**src/rtl/uart_pkg.sv**
```systemverilog
// uart_pkg: definitions shared by the UART receiver and transmitter.
//   rx_state_e    - receiver FSM states
//   DBITS_*       - data_bit_num encodings (00=5 .. 11=8 data bits)
//   PARITY_*      - parity_type encodings
//   STOP_*        - stop_bit_num encodings
//   data_bits()   - converts a data_bit_num code into a bit count (5..8)
package uart_pkg;

  typedef enum logic [2:0] {
    RX_IDLE   = 3'd0,
    RX_START  = 3'd1,
    RX_DATA   = 3'd2,
    RX_PARITY = 3'd3,
    RX_STOP   = 3'd4
  } rx_state_e;

  localparam logic [1:0] DBITS_5 = 2'b00;
  localparam logic [1:0] DBITS_6 = 2'b01;
  localparam logic [1:0] DBITS_7 = 2'b10;
  localparam logic [1:0] DBITS_8 = 2'b11;

  localparam logic PARITY_EVEN = 1'b0;
  localparam logic PARITY_ODD  = 1'b1;

  localparam logic STOP_1 = 1'b0;
  localparam logic STOP_2 = 1'b1;

  // Number of data bits carried by a frame for a given data_bit_num code.
  function automatic logic [3:0] data_bits(input logic [1:0] code);
    return 4'd5 + {2'b00, code};
  endfunction

endpackage

```
**src/rtl/uart_sync2.sv**
```systemverilog
// uart_sync2: two-flop synchronizer for an asynchronous single-bit input.
//   clk   - system clock
//   rst   - synchronous, active-high reset (loads RESET_VAL into both flops)
//   d_i   - asynchronous input
//   q_o   - synchronized output, two clk cycles behind d_i
module uart_sync2 #(
  parameter logic RESET_VAL = 1'b1
) (
  input  logic clk,
  input  logic rst,
  input  logic d_i,
  output logic q_o
);

  logic meta_q;
  logic sync_q;

  // Both stages reset to the line's idle level so a reset never looks like
  // an edge on the synchronized side.
  always_ff @(posedge clk) begin
    if (rst) begin
      meta_q <= RESET_VAL;
      sync_q <= RESET_VAL;
    end else begin
      meta_q <= d_i;
      sync_q <= meta_q;
    end
  end

  assign q_o = sync_q;

endmodule

```
**src/rtl/uart_rx.sv**
```systemverilog
// uart_rx: oversampling UART receiver with configurable frame format.
//   clk, rst          - system clock, synchronous active-high reset
//   rx                - asynchronous serial line (idle high)
//   rx_tick           - one-clk pulse, OVERSAMPLE pulses per bit period
//   data_bit_num_i    - 00=5, 01=6, 10=7, 11=8 data bits
//   parity_en_i       - parity bit present
//   parity_type_i     - 0 = even, 1 = odd
//   stop_bit_num_i    - 0 = one stop bit, 1 = two stop bits
//   rx_read_i         - register block has consumed rx_data_o
//   rx_data_o         - last received word, zero-extended to DATA_W
//   rx_done_o         - one-clk pulse when a new word is delivered
//   parity_err_o      - parity mismatch on the last frame
//   frame_err_o       - a stop bit sampled low on the last frame
//   overrun_err_o     - sticky: a frame completed while the previous was unread
//   rts_n             - 0 = ready to receive, 1 = holding unread data
module uart_rx
  import uart_pkg::*;
#(
  parameter int OVERSAMPLE = 16,
  parameter int DATA_W     = 32
) (
  input  logic              clk,
  input  logic              rst,
  input  logic              rx,
  input  logic              rx_tick,
  input  logic [1:0]        data_bit_num_i,
  input  logic              parity_en_i,
  input  logic              parity_type_i,
  input  logic              stop_bit_num_i,
  input  logic              rx_read_i,
  output logic [DATA_W-1:0] rx_data_o,
  output logic              rx_done_o,
  output logic              parity_err_o,
  output logic              frame_err_o,
  output logic              overrun_err_o,
  output logic              rts_n
);

  localparam int TW = $clog2(OVERSAMPLE);
  localparam logic [TW-1:0] HALF_M1 = TW'(OVERSAMPLE / 2 - 1);
  localparam logic [TW-1:0] FULL_M1 = TW'(OVERSAMPLE - 1);

  logic rx_s;

  uart_sync2 #(.RESET_VAL(1'b1)) u_sync (
    .clk (clk),
    .rst (rst),
    .d_i (rx),
    .q_o (rx_s)
  );

  rx_state_e     state_q, state_d;
  logic [TW-1:0] tcnt_q, tcnt_d;
  logic [2:0]    bcnt_q, bcnt_d;
  logic [7:0]    shreg_q, shreg_d;
  logic          par_q, par_d;
  logic          perr_q, perr_d;
  logic          ferr_q, ferr_d;
  logic [2:0]    last_bit_q, last_bit_d;
  logic          pen_q, pen_d;
  logic          ptype_q, ptype_d;
  logic          stop2_q, stop2_d;
  logic [7:0]    data_q, data_d;
  logic          done_q, done_d;
  logic          perr_out_q, perr_out_d;
  logic          ferr_out_q, ferr_out_d;
  logic          ovr_q, ovr_d;
  logic          rts_q, rts_d;
  logic          complete;
  logic          mid_bit;

  assign mid_bit = rx_tick && (tcnt_q == FULL_M1);

  // Frame FSM plus the delivery/handshake logic. The config inputs are
  // captured when the start edge is seen so that reconfiguring mid-frame
  // only affects the next frame. Data bits are stored by index rather than
  // shifted, which leaves them LSB-aligned for any width from 5 to 8.
  always_comb begin
    state_d    = state_q;
    tcnt_d     = tcnt_q;
    bcnt_d     = bcnt_q;
    shreg_d    = shreg_q;
    par_d      = par_q;
    perr_d     = perr_q;
    ferr_d     = ferr_q;
    last_bit_d = last_bit_q;
    pen_d      = pen_q;
    ptype_d    = ptype_q;
    stop2_d    = stop2_q;
    data_d     = data_q;
    done_d     = 1'b0;
    perr_out_d = perr_out_q;
    ferr_out_d = ferr_out_q;
    ovr_d      = ovr_q;
    rts_d      = rts_q;
    complete   = 1'b0;

    case (state_q)
      RX_IDLE: begin
        if (rx_tick && !rx_s) begin
          state_d    = RX_START;
          tcnt_d     = '0;
          bcnt_d     = '0;
          shreg_d    = '0;
          par_d      = 1'b0;
          perr_d     = 1'b0;
          ferr_d     = 1'b0;
          last_bit_d = 3'(data_bits(data_bit_num_i) - 4'd1);
          pen_d      = parity_en_i;
          ptype_d    = parity_type_i;
          stop2_d    = stop_bit_num_i;
        end
      end
      RX_START: begin
        if (rx_tick) begin
          if (tcnt_q == HALF_M1) begin
            tcnt_d  = '0;
            bcnt_d  = '0;
            state_d = rx_s ? RX_IDLE : RX_DATA;
          end else begin
            tcnt_d = tcnt_q + 1'b1;
          end
        end
      end
      RX_DATA: begin
        if (mid_bit) begin
          tcnt_d          = '0;
          shreg_d[bcnt_q] = rx_s;
          par_d           = par_q ^ rx_s;
          if (bcnt_q == last_bit_q) begin
            bcnt_d  = '0;
            state_d = pen_q ? RX_PARITY : RX_STOP;
          end else begin
            bcnt_d = bcnt_q + 3'd1;
          end
        end else if (rx_tick) begin
          tcnt_d = tcnt_q + 1'b1;
        end
      end
      RX_PARITY: begin
        if (mid_bit) begin
          tcnt_d  = '0;
          bcnt_d  = '0;
          perr_d  = (par_q ^ rx_s) != ptype_q;
          state_d = RX_STOP;
        end else if (rx_tick) begin
          tcnt_d = tcnt_q + 1'b1;
        end
      end
      RX_STOP: begin
        if (mid_bit) begin
          tcnt_d = '0;
          if (!rx_s) begin
            ferr_d = 1'b1;
          end
          // Leave right after the last stop sample so a following start
          // bit is never missed.
          if (bcnt_q[0] == stop2_q) begin
            bcnt_d   = '0;
            state_d  = RX_IDLE;
            complete = 1'b1;
          end else begin
            bcnt_d = bcnt_q + 3'd1;
          end
        end else if (rx_tick) begin
          tcnt_d = tcnt_q + 1'b1;
        end
      end
      default: begin
        state_d = RX_IDLE;
      end
    endcase

    // A completing frame takes priority over a read in the same cycle, so
    // the fresh word is never reported as consumed.
    if (complete) begin
      data_d     = shreg_q;
      done_d     = 1'b1;
      perr_out_d = perr_q;
      ferr_out_d = ferr_q | ~rx_s;
      rts_d      = 1'b1;
      if (rts_q) begin
        ovr_d = 1'b1;
      end
    end else if (rx_read_i && rts_q) begin
      rts_d = 1'b0;
      ovr_d = 1'b0;
    end
  end

  // State registers; reset discards any partial frame.
  always_ff @(posedge clk) begin
    if (rst) begin
      state_q    <= RX_IDLE;
      tcnt_q     <= '0;
      bcnt_q     <= '0;
      shreg_q    <= '0;
      par_q      <= 1'b0;
      perr_q     <= 1'b0;
      ferr_q     <= 1'b0;
      last_bit_q <= '0;
      pen_q      <= 1'b0;
      ptype_q    <= 1'b0;
      stop2_q    <= 1'b0;
      data_q     <= '0;
      done_q     <= 1'b0;
      perr_out_q <= 1'b0;
      ferr_out_q <= 1'b0;
      ovr_q      <= 1'b0;
      rts_q      <= 1'b0;
    end else begin
      state_q    <= state_d;
      tcnt_q     <= tcnt_d;
      bcnt_q     <= bcnt_d;
      shreg_q    <= shreg_d;
      par_q      <= par_d;
      perr_q     <= perr_d;
      ferr_q     <= ferr_d;
      last_bit_q <= last_bit_d;
      pen_q      <= pen_d;
      ptype_q    <= ptype_d;
      stop2_q    <= stop2_d;
      data_q     <= data_d;
      done_q     <= done_d;
      perr_out_q <= perr_out_d;
      ferr_out_q <= ferr_out_d;
      ovr_q      <= ovr_d;
      rts_q      <= rts_d;
    end
  end

  assign rx_data_o     = DATA_W'(data_q);
  assign rx_done_o     = done_q;
  assign parity_err_o  = perr_out_q;
  assign frame_err_o   = ferr_out_q;
  assign overrun_err_o = ovr_q;
  assign rts_n         = rts_q;

endmodule

```
**config.mk**
```make
export PLATFORM = sky130hd
export DESIGN_NAME = uart_rx
export DESIGN_NICKNAME = d
export VERILOG_FILES = /design/src/rtl/uart_pkg.sv /design/src/rtl/uart_sync2.sv /design/src/rtl/uart_rx.sv
export SDC_FILE = /design/constraint.sdc
export NUM_CORES = 1
export LEC_CHECK = 0
export BUFFER_PORTS_ARGS = -buffer_cell sky130_fd_sc_hd__buf_2
export CAP_MARGIN = 10
export CORE_AREA = 2 2 98 53
export DETAILED_ROUTE_END_ITERATION = 7
export DIE_AREA = 0 0 100 55
export HOLD_SLACK_MARGIN = 0.03
export PLACE_DENSITY = 0.73
export SLEW_MARGIN = 40
export SYNTH_ARGS = -nofsm -noshare
export SYNTH_HDL_FRONTEND = slang
export SYNTH_SLANG_ARGS = --single-unit
```
**constraint.sdc**
```tcl
create_clock -name clk -period 1.6 [get_ports clk]
set_input_delay 0.16 -clock clk [delete_from_list [all_inputs] [get_ports clk]]
set_output_delay 0.16 -clock clk [all_outputs]
set_load 0.005 [all_outputs]
```
# Word level (Yosys, flattened, before mapping)
# Cells that the tools add are included.
[totals] out_inout_bits=37 regBits=42
[op_classes] bitwise=3 n_lt_le_gt_ge=2 reduce_logical=21 mux=48 n_addsub=4 n_eq_ne=20
[ops] operator="3-bit 2-to-1 mux" count=17
[ops] operator="3-bit case mux with 5 select lines" count=2
[ops] operator="4-bit 2-to-1 mux" count=5
[ops] operator="2-bit != test, second input constant" count=10
[ops] operator="8-bit 2-to-1 mux" count=2
[ops] operator="8-bit case mux with 2 select lines" count=1
[ops] operator="1-bit 2-to-1 mux" count=14
[ops] operator="4-bit case mux with 3 select lines" count=1
[ops] operator="8-bit bitwise mux" count=1
[ops] operator="4-bit AND reduction" count=2
[ops] operator="8-bit AND reduction" count=1
[ops] operator="2-bit nonzero test" count=4
[ops] operator="7-bit AND reduction" count=1
[ops] operator="3-bit by 2-bit == test with 1-bit output, second input constant" count=2
[ops] operator="1-bit case mux with 2 select lines" count=3
[ops] operator="3-bit AND reduction" count=2
[ops] operator="5-bit nonzero test" count=1
[ops] operator="4-bit by 1-bit adder with 4-bit output, second input constant" count=1
[ops] operator="4-bit by 3-bit == test with 1-bit output, second input constant" count=1
[ops] operator="4-bit == test, second input constant" count=1
[ops] operator="1-bit logical AND" count=4
[ops] operator="3-bit by 4-bit < comparator with 1-bit output, second input constant" count=1
[ops] operator="2-bit AND reduction" count=2
[ops] operator="3-bit by 1-bit adder with 3-bit output, second input constant" count=1
[ops] operator="18 further kinds" count=18

# Depth between registers and ports, before layout
[depth] depth_word=7 ltp_mapped=7 mapped_depth_nobuf=6

# Hierarchy
# A second synthesis with hierarchy kept.
[hier_totals] cells_unflattened=275 area_unflattened_um2=2245.9
[by_module_without_submodules] module="uart_rx" area_each_um2=2193.4 instances=1 cells_each=271
[by_module_without_submodules] module="uart_sync2" area_each_um2=52.6 instances=1 cells_each=4

# Worst setup path before layout
# OpenSTA, ideal clock, no wires.
[synth_path] kind="reg-to-reg" startpoint="reg bcnt_q[0]" endpoint="reg bcnt_q[2]" stages_incl_launch_ff=8 slack_ns=-0.141 synth_period_minus_slack_ns=1.741 arrival_time_ns=1.670 n_path_buf=1 setup_time_ns=0.070 path_cell_list="dfxtp_1 -> buf_2 -> inv_1 -> ha_1 -> or3_1 -> a21oi_1 -> nand4b_1 -> a21oi_1"
[synth_between] elab_chain_len=4
[synth_lines] item="start, declared" line="uart_rx.sv:54" rtl="logic [2:0] bcnt_q, bcnt_d;"
[synth_lines] item="start signal, assigned" line="uart_rx.sv:214" rtl="bcnt_q <= bcnt_d;"
[synth_lines] item="3-bit by 1-bit adder with 3-bit output, or another cell as far along" line="uart_rx.sv:134, uart_rx.sv:163"
[synth_lines] item="3-bit 2-to-1 mux, on equally long branches" line="uart_rx.sv:158, uart_rx.sv:130"
[synth_lines] item="3-bit 2-to-1 mux, on equally long branches" line="uart_rx.sv:151, uart_rx.sv:126"
[synth_lines] item="3-bit case mux with 5 select lines (*)" line="uart_rx.sv:98" rtl="case (state_q)"
# Mark *: on every way between the ends. The rest lies on a longest branch, timed or not. The select of a mux whose other input is x is not followed.
# A chain may end at the register's enable or synchronous reset.

# Worst setup path in the final report
[layout_path] startpoint="reg tcnt_q[0]" endpoint="reg data_q[0]"
[layout_between] elab_chain_len=4
[layout_lines] item="start, declared" line="uart_rx.sv:53" rtl="logic [TW-1:0] tcnt_q, tcnt_d;"
[layout_lines] item="start signal, assigned" line="uart_rx.sv:213" rtl="tcnt_q <= tcnt_d;"
[layout_lines] item="4-bit == test" line="uart_rx.sv:72" rtl="assign mid_bit = rx_tick && (tcnt_q == FULL_M1);"
[layout_lines] item="1-bit logical AND" line="uart_rx.sv:72"
[layout_lines] item="1-bit 2-to-1 mux" line="uart_rx.sv:151" rtl="if (mid_bit) begin"
[layout_lines] item="1-bit 2-to-1 mux" line="uart_rx.sv:98"
[layout_lines] item="end signal, assigned" line="uart_rx.sv:223" rtl="data_q <= data_d;"
[layout_lines] item="end, declared" line="uart_rx.sv:63" rtl="logic [7:0] data_q, data_d;"
# Every way passes these cells.

==> impl_results.md <==
* Reg2Reg Setup Slack at -0.06 ns
* First drt pass iteration count at 4
* Cells after Synth at 271
* Final Slew Violations at 0
* Yosys cell types at 44
* Most used cell, CP: buf_6
* Most frequent cells after synthesis: dfxtp_1 (42), nand2_1 (34), a21oi_1 (29)
* Crit path cell chain: ha_4, nand4_1, buf_6, nor3_4, and3_4, buf_6, nand2_2, a21oi_1
* H-Tree Level Count at 2
* Routability Congestion at 0.942
* Compound-gate portion of the synthesized area at 0.150
* Final Hold Viols at 0
* Ys async rst share at 0
* Worst setup EP type: register
* Status: finished, violations left
* Remaining global-route overflow at 0
* Worst path slowest cell: dfxtp_4
* Highest Clock Rate at 601 MHz
* CTS tree: yes
* Slowest stage delay, CP at 0.37 ns
* Hold-fix buffers at CTS at 0
* EDFF count, synth at 0
* Area grow syn2layout at 37.9%
* Hold Crit Depth at 2
* Syn. warnings at 0
* DRT antenna net count at 0
* CTS clk-pin slew, worst paths at 0.08 ns
* Syn Area/Cell at 8.01 um^2
* Total CTS buffers at 5
* Dpl cell area at 2550 um^2
* Synth Area in XOR/XNOR at 0.0242
* Area share of the largest cell type after synthesis at 0.387
* Total Die Area at 5500 um^2
* Post-route setup slack at -0.0636 ns
* Finished Layout Cells at 393
* Design area at 2990 um^2
* WP data required at 1.83 ns
* DP Wirelength at 4.00 mm
* Seq/Total Area, Yosys at 0.387
* Gr usage total at 0.211
* Die height at 55 um
* Violated checks: setup timing
* Final setup skew at 0.00542 ns
* R2R cell count at 8
* Final setup viols at 14
* VDD IR max at 0.449 mV
* Post-detailed-route DRC marker count at 0
* Setup CP Type: register to register
* CTS Buffer Depth at 2
* Synth area leader: dfxtp_1
* Placed insts at 374
* Syn Std Cell Area at 2170 um^2
* Vias at 2050
* Synth top area cells: dfxtp_1 (39%), buf_4 (8.3%), a21oi_1 (6.7%)
* Initial antenna violation count at 0
* Count leader, synth: dfxtp_1
* P_leak at 1.22 nW
* Final Net Count at 345
* I/O Buffers at 22
* Rel. slew slack at 0.620
* Initial core utilization at 0.463
* Share of cells above drive strength 1 at 0.420
* Routed WL per cell at 14.7 um
* Initial DRC Count at 135
* # IOs at 47
* Core Area at 4680 um^2
* Sinks on Clock Net at 42
* Post-route setup TNS at -0.477 ns
* Clock insertion delay at the later pin of the skew report at 0.29 ns
* Post-route minimum period at 1.66 ns
* Main combinational cell family by area after synthesis: simple AND/OR/NAND/NOR gates
* Num rows at 18
* Routed vias/inst at 5.22
* Largest net degree at the start of global routing at 20
* Tightest Pin Transition at 0.566 ns
* Top_reg_cell synth: dfxtp_1
* Worst Hold Class: primary input to register
* Max Cap Viol at 0
* Multiplexer share of the synthesized area at 0.0231
* Antenna diodes at 0
* Final period utilization at 1.04
* Post-Synth Adder-Cell Area at 0.0173
* First-pass GRT wire length at 8.60 mm
* Pwr dens at 671 nW/um^2
* Post-Synth Simple-Gate Area at 0.270
* CP startpoint kind: register
* Crit-path max FO at 6
* Synthesized flop and latch total at 42
* Die width at 100 um
* Final WL at 5.78 mm
* Final hold slack at 0.0468 ns
* Crit path DAT at 1.90 ns
* FILL cells at 411
* Vias in the first global route at 1677
* Clk root buf: clkbuf_8
* RSZ-0062 raised after global routing: true
[cell type report]
class / count / area (um^2) / share of cell area
multi-input combinational: 206 / 1420 / 0.473
sequential: 42 / 865 / 0.289
timing repair buffer: 73 / 515 / 0.172
clock buffer: 7 / 76.3 / 0.0255
tap: 60 / 75.1 / 0.0251
clock inverter: 1 / 30.0 / 0.0100
inverter: 4 / 15.0 / 0.00502
[through the flow]
step                      setup slack, ns  power [mW]  utilization
final                             -0.0636        2.01        0.639
after global routing               -0.139        2.08        0.639
after CTS                         -0.0141        2.03        0.586
after detailed placement           -0.102        1.20        0.544
after global placement            -0.0454        1.19        0.544
after floorplan                   -0.0391        1.19            -
[registers in the layout, summed over array words and instances (netlist names), 3 cells and up]
register,cells
bcnt_q,3
data_q,8
last_bit_q,3
shreg_q,8
state_q,3
tcnt_q,4
[path summary, 6_finish.rpt]
| kind | end | startpoint |
|---|---|---|
| worst max-delay path | data_q[0]$_SDFFE_PP0P_ | tcnt_q[0]$_SDFFE_PP0P_ |
| worst min-delay path | u_sync.meta_q$_SDFF_PP1_ | rx |
| worst max register to register | data_q[0]$_SDFFE_PP0P_ | tcnt_q[0]$_SDFFE_PP0P_ |
| worst min register to register | u_sync.q_o$_SDFF_PP1_ | u_sync.meta_q$_SDFF_PP1_ |
[layer usage]
metal  GRT usage  share of wire
met5           0              0
met2       0.284           0.43
met1       0.316           0.49
met4      0.0822         0.0062
met3      0.0578          0.081
[timing repair]
item / in CTS / in global routing
pin swaps: 13 / 30
cloned: 0 / 0
resized for setup: 18 / 50
setup buffers: 4 / 7
setup endpoints to repair: 17 / 27
[worst max-delay path: cells and delay by family, from the launching register on]
| family | cells | cell delay, ns |
|---|---|---|
| DFF | 1 | 0.37 |
| and+or+nand+nor | 4 | 0.66 |
| buffers and inverters | 2 | 0.31 |
| adders and majority gates | 1 | 0.14 |
| AOI/OAI and AO/OA | 1 | 0.13 |
[placed cells by master (no fill, tap or decap), types with 3 or more instances in the layout]
cell	n
buf_4	45
dfxtp_1	33
nand2_1	27
conb_1	24
buf_2	22
nor2_1	21
a21oi_1	19
nand3_1	14
a21oi_2	9
nand2_2	6
buf_6	6
o21ai_0	5
mux2i_1	5
dfxtp_4	5
clkbuf_8	5
inv_1	4
nand4_1	4
nand3_2	4
dfxtp_2	4
nand2b_1	3
nor2b_1	3
xor2_2	3
nor4_4	3
nor3_2	3
o21ai_1	3
[report_power, final]
part	internal, mW	total (mW)	switching [mW]
Clock	0.467	0.826	0.359
Combinational	0.0513	0.131	0.0795
Sequential	1.04	1.05	0.00749
Total	1.56	2.01	0.446
[logic make-up after synthesis]
kind of cell	after synthesis
and+or+nand+nor	114
AOI/OAI and AO/OA	54
buffers and inverters	46
DFF	42
xor gates and xnor gates	6
muxes	5
adders and majority gates	3
other	1
Note: power is estimated with default switching activity, not from simulation.
